### config.mk
export PLATFORM = sky130hd
export DESIGN_NAME = dram_port_arbiter
export DESIGN_NICKNAME = d
export VERILOG_FILES = /design/src/rtl/dram_port_arbiter.sv
export SDC_FILE = /design/constraint.sdc
export NUM_CORES = 1
export LEC_CHECK = 0
export CAP_MARGIN = 15
export CORE_MARGIN = 2
export CORE_UTILIZATION = 38
export CTS_CLUSTER_SIZE = 16
export DETAILED_ROUTE_END_ITERATION = 8
export PLACE_DENSITY = 0.94
export SETUP_SLACK_MARGIN = 0.3
export SLEW_MARGIN = 20
export SYNTH_ARGS = -nofsm -noshare
export SYNTH_HDL_FRONTEND = slang
export SYNTH_SLANG_ARGS = --single-unit
### constraint.sdc
create_clock -name i_clk -period 4.8 [get_ports i_clk]
set_input_delay 0.48 -clock i_clk [delete_from_list [all_inputs] [get_ports i_clk]]
set_output_delay 0.48 -clock i_clk [all_outputs]
set_load 0.01 [all_outputs]
### src/rtl/dram_port_arbiter.sv
// -----------------------------------------------------------------------------
// dram_port_arbiter
//
// Shares one single-port data DRAM among N_REQ cores. Arbitration is
// round-robin. A grant is held while its core keeps i_req high. After
// MAX_BURST consecutive beats the grant moves on if any other core is waiting.
// The granted core's address, write enable and write data are muxed
// combinationally onto the DRAM port. Read data comes back to the owning core
// one cycle after the read beat.
//
// Ports:
//   i_clk, i_rst_n   clock, asynchronous active-low reset
//   i_req   [N]      per-core request level
//   i_wr    [N]      per-core beat type (1 = write, 0 = read)
//   i_addr  [N*A]    per-core address, core k at [k*ADDR_W +: ADDR_W]
//   i_wdata [N*D]    per-core write data, same slicing
//   o_gnt   [N]      one-hot grant (registered)
//   o_rvalid[N]      one-cycle read-data-valid pulse for the owning core
//   o_rdata [D]      shared read data, qualified by o_rvalid
//   o_dram_en/wr/addr/wdata   DRAM command port
//   i_dram_rdata     DRAM read data, valid the cycle after a read strobe
//   o_busy           high while any grant is held
// -----------------------------------------------------------------------------
`timescale 1ns/1ps
module dram_port_arbiter #(
  parameter int N_REQ     = 4,
  parameter int ADDR_W    = 16,
  parameter int DATA_W    = 8,
  parameter int MAX_BURST = 16
) (
  input  logic                      i_clk,
  input  logic                      i_rst_n,
  input  logic [N_REQ-1:0]          i_req,
  input  logic [N_REQ-1:0]          i_wr,
  input  logic [N_REQ*ADDR_W-1:0]   i_addr,
  input  logic [N_REQ*DATA_W-1:0]   i_wdata,
  output logic [N_REQ-1:0]          o_gnt,
  output logic [N_REQ-1:0]          o_rvalid,
  output logic [DATA_W-1:0]         o_rdata,
  output logic                      o_dram_en,
  output logic                      o_dram_wr,
  output logic [ADDR_W-1:0]         o_dram_addr,
  output logic [DATA_W-1:0]         o_dram_wdata,
  input  logic [DATA_W-1:0]         i_dram_rdata,
  output logic                      o_busy
);

  localparam int IDX_W = (N_REQ > 1) ? $clog2(N_REQ) : 1;
  localparam int CNT_W = (MAX_BURST > 1) ? $clog2(MAX_BURST) : 1;
  localparam logic [CNT_W-1:0] CNT_LAST = CNT_W'(MAX_BURST - 1);
  localparam logic [N_REQ-1:0] GNT_ONE  = N_REQ'(1);

  typedef enum logic [0:0] {
    ST_IDLE  = 1'b0,
    ST_GRANT = 1'b1
  } state_t;

  // Round-robin pick: first set bit of req scanning from ptr+1 upward with
  // wrap-around. Returns {found, index}. ptr itself is examined last, so a
  // caller that must skip the current owner masks it out of req.
  function automatic logic [IDX_W:0] rr_pick(input logic [N_REQ-1:0] req,
                                             input logic [IDX_W-1:0] ptr);
    logic [IDX_W:0] res;
    int             c;
    res = '0;
    for (int i = 1; i <= N_REQ; i++) begin
      c = (int'(ptr) + i) % N_REQ;
      if (!res[IDX_W] && req[c]) begin
        res = {1'b1, IDX_W'(c)};
      end else begin
        res = res;
      end
    end
    return res;
  endfunction

  state_t              state_r;
  logic [N_REQ-1:0]    gnt_r;
  logic [N_REQ-1:0]    rvalid_r;
  logic [IDX_W-1:0]    ptr_r;
  logic [CNT_W-1:0]    cnt_r;
  logic [DATA_W-1:0]   rdata_hold_r;
  logic                busy_r;

  logic [IDX_W-1:0]    owner_s;
  logic                beat_s;
  logic                own_wr_s;
  logic [ADDR_W-1:0]   own_addr_s;
  logic [DATA_W-1:0]   own_wdata_s;
  logic [IDX_W:0]      pick_any_s;
  logic [IDX_W:0]      pick_other_s;

  // One-hot grant to owner index.
  always_comb begin
    owner_s = '0;
    for (int k = 0; k < N_REQ; k++) begin
      if (gnt_r[k]) begin
        owner_s = IDX_W'(k);
      end else begin
        owner_s = owner_s;
      end
    end
  end

  // Owner's command slices, beat detection and the two arbitration candidates.
  always_comb begin
    beat_s       = |(gnt_r & i_req);
    own_wr_s     = i_wr[owner_s];
    own_addr_s   = i_addr[int'(owner_s)*ADDR_W +: ADDR_W];
    own_wdata_s  = i_wdata[int'(owner_s)*DATA_W +: DATA_W];
    pick_any_s   = rr_pick(i_req, ptr_r);
    pick_other_s = rr_pick(i_req & ~gnt_r, ptr_r);
  end

  // DRAM command port; address and data are forced to zero with no grant so
  // idle cores' buses never leak onto the DRAM.
  always_comb begin
    o_dram_en = beat_s;
    o_dram_wr = beat_s & own_wr_s;
    if (|gnt_r) begin
      o_dram_addr  = own_addr_s;
      o_dram_wdata = own_wdata_s;
    end else begin
      o_dram_addr  = '0;
      o_dram_wdata = '0;
    end
  end

  // Arbitration FSM: grant, round-robin pointer and burst counter.
  always_ff @(posedge i_clk or negedge i_rst_n) begin
    if (!i_rst_n) begin
      state_r <= ST_IDLE;
      gnt_r   <= '0;
      ptr_r   <= IDX_W'(N_REQ - 1);
      cnt_r   <= '0;
      busy_r  <= 1'b0;
    end else begin
      case (state_r)
        ST_IDLE: begin
          if (pick_any_s[IDX_W]) begin
            state_r <= ST_GRANT;
            gnt_r   <= GNT_ONE << pick_any_s[IDX_W-1:0];
            ptr_r   <= pick_any_s[IDX_W-1:0];
            cnt_r   <= '0;
            busy_r  <= 1'b1;
          end else begin
            state_r <= ST_IDLE;
          end
        end
        ST_GRANT: begin
          if (!beat_s) begin
            // Owner released: hand over directly, or fall back to idle.
            if (pick_any_s[IDX_W]) begin
              gnt_r <= GNT_ONE << pick_any_s[IDX_W-1:0];
              ptr_r <= pick_any_s[IDX_W-1:0];
              cnt_r <= '0;
            end else begin
              state_r <= ST_IDLE;
              gnt_r   <= '0;
              cnt_r   <= '0;
              busy_r  <= 1'b0;
            end
          end else if (cnt_r == CNT_LAST) begin
            // Burst limit: move on only if someone else is waiting.
            if (pick_other_s[IDX_W]) begin
              gnt_r <= GNT_ONE << pick_other_s[IDX_W-1:0];
              ptr_r <= pick_other_s[IDX_W-1:0];
              cnt_r <= '0;
            end else begin
              cnt_r <= '0;
            end
          end else begin
            cnt_r <= cnt_r + CNT_W'(1);
          end
        end
        default: begin
          state_r <= ST_IDLE;
          gnt_r   <= '0;
          cnt_r   <= '0;
          busy_r  <= 1'b0;
        end
      endcase
    end
  end

  // Read return: flag the owner of a read beat for one cycle and remember the
  // returned byte so o_rdata holds it afterwards.
  always_ff @(posedge i_clk or negedge i_rst_n) begin
    if (!i_rst_n) begin
      rvalid_r     <= '0;
      rdata_hold_r <= '0;
    end else begin
      rvalid_r <= (beat_s && !own_wr_s) ? gnt_r : '0;
      if (|rvalid_r) begin
        rdata_hold_r <= i_dram_rdata;
      end
    end
  end

  // The DRAM delivers its data during the cycle after the strobe, so that
  // cycle passes it straight through; the held copy covers every other cycle.
  always_comb begin
    if (|rvalid_r) begin
      o_rdata = i_dram_rdata;
    end else begin
      o_rdata = rdata_hold_r;
    end
  end

  assign o_gnt    = gnt_r;
  assign o_rvalid = rvalid_r;
  assign o_busy   = busy_r;

endmodule

==> results_dict.tcl <==
set metrics [dict create \
    cp-startpoint "o_gnt[0]" \
    regToRegEndpoint "o_gnt[2]" \
    slew_headroom 0.370 \
    cts_root_buffer "clkbuf_8" \
    layout.nets 522 \
    wirelength_um 7390 \
    wl_per_cell_um 15.5 \
    cp.required_ns 4.32 \
    place_congestion 0.858 \
    avgSynthCellArea_um2 8.18 \
    multiInputGateArea_um2 1440 \
    rows 27 \
    period_share 0.649 \
    synthArstFlopShare 1.00 \
    cp_slowest_cell "nor2b_1" \
    drc 0 \
    core_um2 5440 \
    ant_nets 0 \
    status "complete, no violations" \
    cts-htree-levels 1 \
    cpPeakStageDelay_ns 0.67 \
    cts_tree "yes" \
    cts_resized 0 \
    postCtsHoldBufs 0 \
    place.port_buffers 156 \
    grt.busiest_layer "met2" \
    seq_area_um2 603 \
    drv_slew 0 \
    globalRouteMet1Util 0.277 \
    worstPathArrival_ns 2.64 \
    end_kind "output pin" \
    power_leakage_nw 1.47 \
    vias 2560 \
    clk_pin_slew_ns 0.08 \
    rsz0062_at_grt "false" \
    netlist_area_um2 2130 \
    grt_overflow 0 \
    ys_ff_latch 24 \
    min_period_ns 3.12 \
    fillers 423 \
    hold_path.class "primary input to async pin" \
    post_cts_buffers 0 \
    cp-start-kind "register" \
    grt_max_degree 45 \
    path_max_fanout 11 \
    use_met3 0.0318 \
    synth_area_leaders "dfrtp_1 (26%), mux2i_1 (13%), o21ai_0 (7.5%)" \
    yosysMostFrequentCell "o21ai_0" \
    antenna_cells 0 \
    grt_pass1_vias 2511 \
    netlist_instances 260 \
    drt_iter0_drc 139 \
    regToRegStartpoint "o_gnt[2]" \
    seq_area_frac_synth 0.284 \
    synth_cell_type_count 49 \
    synthToLayoutAreaGrowth_pct 77.7 \
    powerDensity_nw_per_um2 504 \
    cts_buffer_depth 2 \
    syn-num-nets 375 \
    first_pass_iters 4 \
    tns_ns 0 \
    die_area_um2 6210 \
    cts_sinks 24 \
    critPathKind "register to output pin" \
    cts_buffers 3 \
    hold_viol_final 0 \
    max-vdd-ir-drop_uv 288 \
    dp_hpwl_um 5950 \
    yosys-top-cells-count "o21ai_0 (32), nand2_1 (31), nor2_1 (30)" \
    ff2ff_setup_slack_ns 2.34 \
    fp.dieW_um 78.8 \
    max_clock_freq_mhz 321 \
    drv_cap 0 \
    die-height_um 78.8 \
    finalClockSkew_ns 0.00195 \
    crit_chain "nor2b_1 > a22oi_1 > nor2_1 > a21oi_1 > o21ai_0 > clkdlybuf4s50_1" \
    reg2reg_depth 6 \
    tightest_slew_ns 0.937 \
    drive_above_1_share 0.0764 \
    grt.met2_usage 0.409 \
    ys.flop_type "dfrtp_1" \
    grt_pass1_wl_um 11500 \
    detailedPlace.worstSlack_ns 1.94 \
    grtUsageTotal 0.228 \
    viasPerCell 5.36 \
    setup_viol_count_final 0 \
    insertion_delay_ns 0.26 \
    start_util 0.391 \
    yosysWarnings 0 \
    synth_edf_count 0 \
    ios 157 \
    fin_ws_ns 1.68 \
    yosysTopAreaCell "dfrtp_1" \
    synth.top_cell.area_share 0.259 \
    grt_antenna_before_repair 0 \
]
-- final cells by class --
cell class,count,area share
clock buffers,4,0.0146
flip-flops and latches,24,0.160
inverters,4,0.00397
repair buffers,159,0.418
well taps,72,0.0238
multi-input cells,215,0.380
-- how the worst max path moves through the flow --
stage	slack [ns]	depth (start not counted)	endpoint
floorplan	2.79	6	o_dram_addr[12]
CTS	1.64	4	o_dram_wdata[6]
detailed placement	1.94	4	o_dram_wdata[6]
global placement	2.02	4	o_dram_addr[1]
finish	1.68	6	o_dram_addr[5]
global route	1.49	7	o_dram_wr
-- cell usage in the layout (no fill, tap or decap), types with 2 or more instances in the layout --
| master | synthesis | final |
|---|---|---|
| nor2_4 | 2 | 2 |
| nor4_2 | 2 | 2 |
| mux2_4 | 4 | 4 |
| a31oi_1 | 2 | 2 |
| o21ai_0 | 32 | 32 |
| mux2i_1 | 28 | 28 |
| a22oi_1 | 11 | 11 |
| o21a_1 | 2 | 2 |
| nand2b_1 | 3 | 3 |
| nand2_1 | 31 | 31 |
| a21oi_1 | 13 | 13 |
| nor2_1 | 30 | 30 |
| buf_4 | 1 | 3 |
| dfstp_2 | 2 | 2 |
| nand3b_1 | 2 | 2 |
| nand4_1 | 2 | 2 |
| a21oi_2 | 2 | 2 |
| or2b_1 | 3 | 3 |
| nor2b_1 | 4 | 4 |
| o31ai_1 | 2 | 2 |
| clkbuf_8 | 0 | 4 |
| inv_1 | 4 | 4 |
| o22ai_1 | 3 | 3 |
| and2_1 | 4 | 4 |
| dfrtp_1 | 22 | 22 |
| mux2_2 | 8 | 8 |
| clkdlybuf4s50_1 | 0 | 155 |
| a22o_1 | 5 | 5 |
-- cells by family (layout without fill, tap and decap cells) --
family	count (synthesis)	count (layout)	share of synthesized area
DFF	24	24	0.284
buffers and inverters	21	167	0.0476
and+or+nand+nor	89	89	0.206
muxes	40	40	0.202
AOI/OAI and AO/OA	85	85	0.254
adders and majority gates	1	1	0.00588
-- critical path, delay by kind of cell (launching register included) --
family / cells / cell delay [ns]
and+or+nand+nor: 2 / 0.81
DFF: 1 / 0.55
AOI/OAI and AO/OA: 3 / 0.42
buffers and inverters: 1 / 0.59
-- layer usage --
layer,share of wire,vias to the layer above
li1,-,1238
met1,0.38,1172
met2,0.52,130
met3,0.069,20
met4,0.035,0
met5,0,-
-- registers in the layout (all words and copies together), names as in the netlist --
name / cells
rdata_hold_r: 8
ptr_r: 2
cnt_r: 4
o_gnt: 4
o_busy: 1
state_r: 1
o_rvalid: 4
-- where the power goes --
| group | switching, mW | leakage [nW] | internal, mW |
|---|---|---|---|
| Clock | 0.0586 | 0.0288 | 0.0730 |
| Combinational | 0.631 | 1.15 | 0.762 |
| Sequential | 0.0964 | 0.297 | 0.284 |
| Total | 0.786 | 1.47 | 1.12 |
-- through the flow --
step / std cells / hold slack (ns) / area, µm² / util / total power, mW
after floorplan: 260 / 0.184 / 2130 / - / 1.13
after detailed placement: 474 / 0.480 / 3720 / 0.684 / 1.77
after global placement: 474 / 0.462 / 3720 / 0.684 / 1.72
after CTS: 478 / 0.490 / 3780 / 0.694 / 1.90
after global routing: 478 / 0.216 / 3780 / 0.695 / 2.05
final: 478 / 0.193 / 3780 / 0.695 / 1.91
Note: power is estimated with default switching activity, not from simulation.
==> RTL edit 1, RTL diff (same flow settings) <==
Set the parameter `ADDR_W` to 18 (it was 16).
--- a/src/rtl/dram_port_arbiter.sv
+++ b/src/rtl/dram_port_arbiter.sv
@@ -24,7 +24,7 @@
 `timescale 1ns/1ps
 module dram_port_arbiter #(
   parameter int N_REQ     = 4,
-  parameter int ADDR_W    = 16,
+  parameter int ADDR_W    = 18,
   parameter int DATA_W    = 8,
   parameter int MAX_BURST = 16
 ) (
Interface: changed (resized i_addr and o_dram_addr); port bits go from 157 to 167. The function was not compared with the original's and may differ.
==> RTL edit 1 against the original RTL <==
- sequential cell count unchanged
- routed wire length is 3.4% lower
- count of clock-buffer cells in the layout is the same
- largest power group unchanged
- synthesized area is 1.1% higher
- global-route usage decreased by 0.54 points
- register-to-register slack better by 160 ps
- critical path type unchanged
- utilization is 1.5 points higher
- final area grew 2.8%
- setup slack lost 83 ps
- power rose by 11%
==> RTL edit 1: results (changes against the original RTL) <==
INFO  detailed_routing wl_met1=2.56mm [was 2.77 mm]
INFO  detailed_routing postRouteWirelength=7.14mm [was 7.39 mm]
INFO  setup_path     ff2ff_setup_slack=2500ps [was 2340 ps]
INFO  place          numPortBuffers=166 [was 156]
INFO  synthesis      post_synth_main_area_contributors=sky130_fd_sc_hd__dfrtp_1 26%, sky130_fd_sc_hd__mux2i_1 12%, sky130_fd_sc_hd__o21ai_0 7.5% [was sky130_fd_sc_hd__dfrtp_1 26%, sky130_fd_sc_hd__mux2i_1 13%, sky130_fd_sc_hd__o21ai_0 7.5%]
INFO  run_status     status=finished, final reports clean [unchanged]
INFO  synthesis      yosys-top-cells-count=36 x sky130_fd_sc_hd__nor2_1, 32 x sky130_fd_sc_hd__nand2_1, 32 x sky130_fd_sc_hd__o21ai_0, 26 x sky130_fd_sc_hd__mux2i_1, 22 x sky130_fd_sc_hd__dfrtp_1 [was 32 x sky130_fd_sc_hd__o21ai_0, 31 x sky130_fd_sc_hd__nand2_1, 30 x sky130_fd_sc_hd__nor2_1, 28 x sky130_fd_sc_hd__mux2i_1, 22 x sky130_fd_sc_hd__dfrtp_1]
INFO  detailed_routing dr_wl_met3=526um [was 512 um]
INFO  place          placed_cells_incl_taps=496 [was 474]
INFO  timing         worst_slew_pin_slew=941ps [was 937 ps]
INFO  timing         clock_skew=2.19ps [was 1.95 ps]
INFO  power_and_ir_drop clock_power_share=6.4% [was 6.9%]
INFO  global_routing grt_first_pass_wirelength=11.2mm [was 11.5 mm]
INFO  power_and_ir_drop combinational_group_share_of_total_power=69.7% [was 73.1%]
INFO  timing         fin_hold_ws=168ps [was 193 ps]
INFO  place          post_dp_area=3840squm [was 3720 sq um]
INFO  power_and_ir_drop leakagePower=0.00156uW [was 0.00147 uW]
INFO  detailed_routing via_count=2,627 [was 2,560]
INFO  final_layout   num-nets-final=552 [was 522]
INFO  place          place_worst_setup_slack=1900ps [was 1940 ps]
INFO  setup_path     slowest_delay=750ps [was 670 ps]
INFO  timing         max_freq=0.313GHz [was 0.321 GHz]
INFO  synthesis      synth_seq_area_share=28.1% [was 28.4%]
INFO  detailed_routing drt_iter0_markers=166 [was 139]
INFO  setup_path     crit_arrival=2720ps [was 2640 ps]
INFO  synthesis      postSynthNetCount=399 [was 375]
INFO  place          detailed_place_hpwl=5.79mm [was 5.95 mm]
INFO  synthesis      post_synth.cell_area_avg=7.79squm [was 8.18 sq um]
==> RTL edit 1: changes by cell type after synthesis, sizes merged, moves of 3 or more <==
cell,before,now
a21oi,15,22
a22o,5,1
a22oi,11,15
buf,6,9
mux2,12,8
nand2b,3,7
nand3,1,4
nor2,32,37
==> RTL edit 1: layout make-up <==
cell class,count,area [sq um]
Inverter,3,11.3
Clock buffer,4,55.1
Multi-Input combinational cell,230,1460
Sequential cell,24,606
Tap cell,72,90.1
Fill cell,432,1590
Timing Repair Buffer,167,1660
==> RTL edit 1: cells by family (layout without fill, tap and decap cells) <==
family	after synthesis	after routing	synth area share [%]
multiplexers	34	34	16.3
AO/OA/AOI/OAI	91	91	27.5
adder cells (fa/ha/maj)	2	2	1.05
buffers and inverters	22	174	4.25
AND/OR/NAND/NOR	103	103	22.9
flip-flops	24	24	28.1
==> RTL edit 2, RTL diff (config.mk and constraints unchanged) <==
Made on the original files. Reset style: synchronous (`i_rst_n`), changed in 2 clocked blocks. Comments in the files are not updated.
--- a/src/rtl/dram_port_arbiter.sv
+++ b/src/rtl/dram_port_arbiter.sv
@@ -127,7 +127,7 @@
   end
 
   // Arbitration FSM: grant, round-robin pointer and burst counter.
-  always_ff @(posedge i_clk or negedge i_rst_n) begin
+  always_ff @(posedge i_clk) begin
     if (!i_rst_n) begin
       state_r <= ST_IDLE;
       gnt_r   <= '0;
@@ -185,7 +185,7 @@
 
   // Read return: flag the owner of a read beat for one cycle and remember the
   // returned byte so o_rdata holds it afterwards.
-  always_ff @(posedge i_clk or negedge i_rst_n) begin
+  always_ff @(posedge i_clk) begin
     if (!i_rst_n) begin
       rvalid_r     <= '0;
       rdata_hold_r <= '0;
Behaviour: differs if i_rst_n is asserted again (counterexample within 4 cycles, from zero or initial values and one cycle with i_rst_n low); with i_rst_n held inactive, the same outputs for 4 cycles.
==> RTL edit 2 against the original RTL <==
- synthesized area is 3.1% higher
- routed wire length grew 3.7%
- via count rose by 4.6%
- final area up 1.1%
- fmax decreased by 8.2%
- setup slack lost 280 ps
- sequential power shrank 17%
- clock power rose by 30%
- cell count is 4.0% higher
- sequential cell count unchanged
- hold slack gained 310 ps
- power fell by 33%
- critical endpoint is now o_dram_addr[3]
- largest cell class is now multi-input combinational cells
- largest power group unchanged
- highest routed layer unchanged
==> RTL edit 2: results (changes against the original RTL) <==
INFO  final_layout   numSequentialCells=24 [unchanged]
INFO  final_layout   multi_input_logic_portion_of_the_cell_area=41.9% [was 38.0%]
INFO  final_layout   data_buffer_area_share=41.0% [was 41.8%]
INFO  final_layout   share_of_final_layout_cell_area_taken_by_clock_buffers_and_inverters=1.87% [was 1.46%]
INFO  detailed_routing avgViaCountPerCell=5.39 [was 5.36]
INFO  final_layout   multi_input_comb_cells=238 [was 215]
INFO  final_layout   nonClockBufferCount=157 [was 159]
INFO  synthesis      number_of_instances_in_the_synthesized_netlist=285 [was 260]
INFO  detailed_routing drtPass1Iterations=5 [was 4]
INFO  final_layout   inv_count=2 [was 4]
INFO  detailed_routing postRouteWirelength=7.67mm [was 7.39 mm]
INFO  synthesis      synth-adder-area-share=0.571% [was 0.588%]
INFO  synthesis      synth_seq_area_share=21.9% [was 28.4%]
INFO  synthesis      postSynthNetCount=400 [was 375]
INFO  setup_path     timing.critical_path.fanout_max=21 [was 11]
INFO  detailed_routing routed_wire_per_std_cell=15.4um [was 15.5 um]
INFO  hold_path      worstHoldPathType=flop to flop [was input pin to async pin]
INFO  global_routing grt_pass1_vias=2,652 [was 2,511]
INFO  run_status     status=finished, final reports clean [unchanged]
INFO  final_layout   final-seq-area=483squm [was 603 sq um]
INFO  setup_path     crit_arrival=2910ps [was 2640 ps]
INFO  synthesis      muxShareOfSynthArea=16.0% [was 20.2%]
INFO  timing         worst_slew_pin_slew=1000ps [was 937 ps]
INFO  final_layout   post_route_cells_drive_above_1_share=7.53% [was 7.64%]
INFO  synthesis      yosys-top-cells-count=32 x sky130_fd_sc_hd__nand2_1, 31 x sky130_fd_sc_hd__nor2_1, 26 x sky130_fd_sc_hd__mux2i_1, 25 x sky130_fd_sc_hd__o21ai_0, 24 x sky130_fd_sc_hd__dfxtp_1 [was 32 x sky130_fd_sc_hd__o21ai_0, 31 x sky130_fd_sc_hd__nand2_1, 30 x sky130_fd_sc_hd__nor2_1, 28 x sky130_fd_sc_hd__mux2i_1, 22 x sky130_fd_sc_hd__dfrtp_1]
INFO  global_routing largest_net_degree_at_the_start_of_global_routing=59 [was 45]
INFO  place          post_dp_area=3740squm [was 3720 sq um]
INFO  synthesis      post_synth_main_area_contributors=sky130_fd_sc_hd__dfxtp_1 22%, sky130_fd_sc_hd__mux2i_1 12%, sky130_fd_sc_hd__o21ai_0 5.7% [was sky130_fd_sc_hd__dfrtp_1 26%, sky130_fd_sc_hd__mux2i_1 13%, sky130_fd_sc_hd__o21ai_0 7.5%]
INFO  timing         clock_skew=6.23ps [was 1.95 ps]
RTL edit 2: cell count changes in the layout (fill, tap and decap cells not counted), sizes merged, moves of 4 or more:
cell / unedited run / this run
a22oi: 11 / 15
and2: 4 / 16
dfrtp: 22 / 0
dfxtp: 0 / 24
mux2: 12 / 8
RTL edit 2: metrics by stage:
stage | total power, uW | util [%] | worst slack (ps)
5_1_grt | 1370 | 69.0 | 1160
4_1_cts | 1270 | 68.8 | 1450
3_5_place_dp | 1100 | 67.5 | 1740
3_3_place_gp | 1080 | 67.5 | 1930
6_report | 1280 | 69.0 | 1410
2_1_floorplan | 711 | - | 2900
RTL edit 2: metal layers:
| metal | wire [um] | global-route usage [%] | share of wire, % |
|---|---|---|---|
| met3 | 452 | 4.07 | 5.9 |
| met5 | 0 | 0 | 0 |
| met1 | 2920 | 24.3 | 38 |
| met4 | 143 | 7.29 | 1.9 |
| met2 | 4160 | 44.9 | 54 |
RTL edit 2: power breakdown:
part / switching (uW) / internal (uW) / total, uW / leakage, uW
Sequential: 95.8 / 222 / 318 / 0.000197
Clock: 60.7 / 111 / 172 / 0.0000357
Combinational: 333 / 454 / 786 / 0.00115
Total: 489 / 787 / 1280 / 0.00138
RTL edit 2: critical path, delay by kind of cell (launching register included):
| kind | cells | cell delay, ps |
|---|---|---|
| buf+inv | 1 | 590 |
| simple gates | 2 | 940 |
| flops | 1 | 640 |
| compound gates | 3 | 490 |
RTL edit 2: path summary, 6_finish.rpt:
check | endpoint | slack [ps] | depth (start not counted)
max | o_dram_addr[3] | 1410 | 6
min | cnt_r[3] | 500 | 2
max reg2reg | o_gnt[2] | 2340 | 6
min reg2reg | cnt_r[3] | 500 | 2
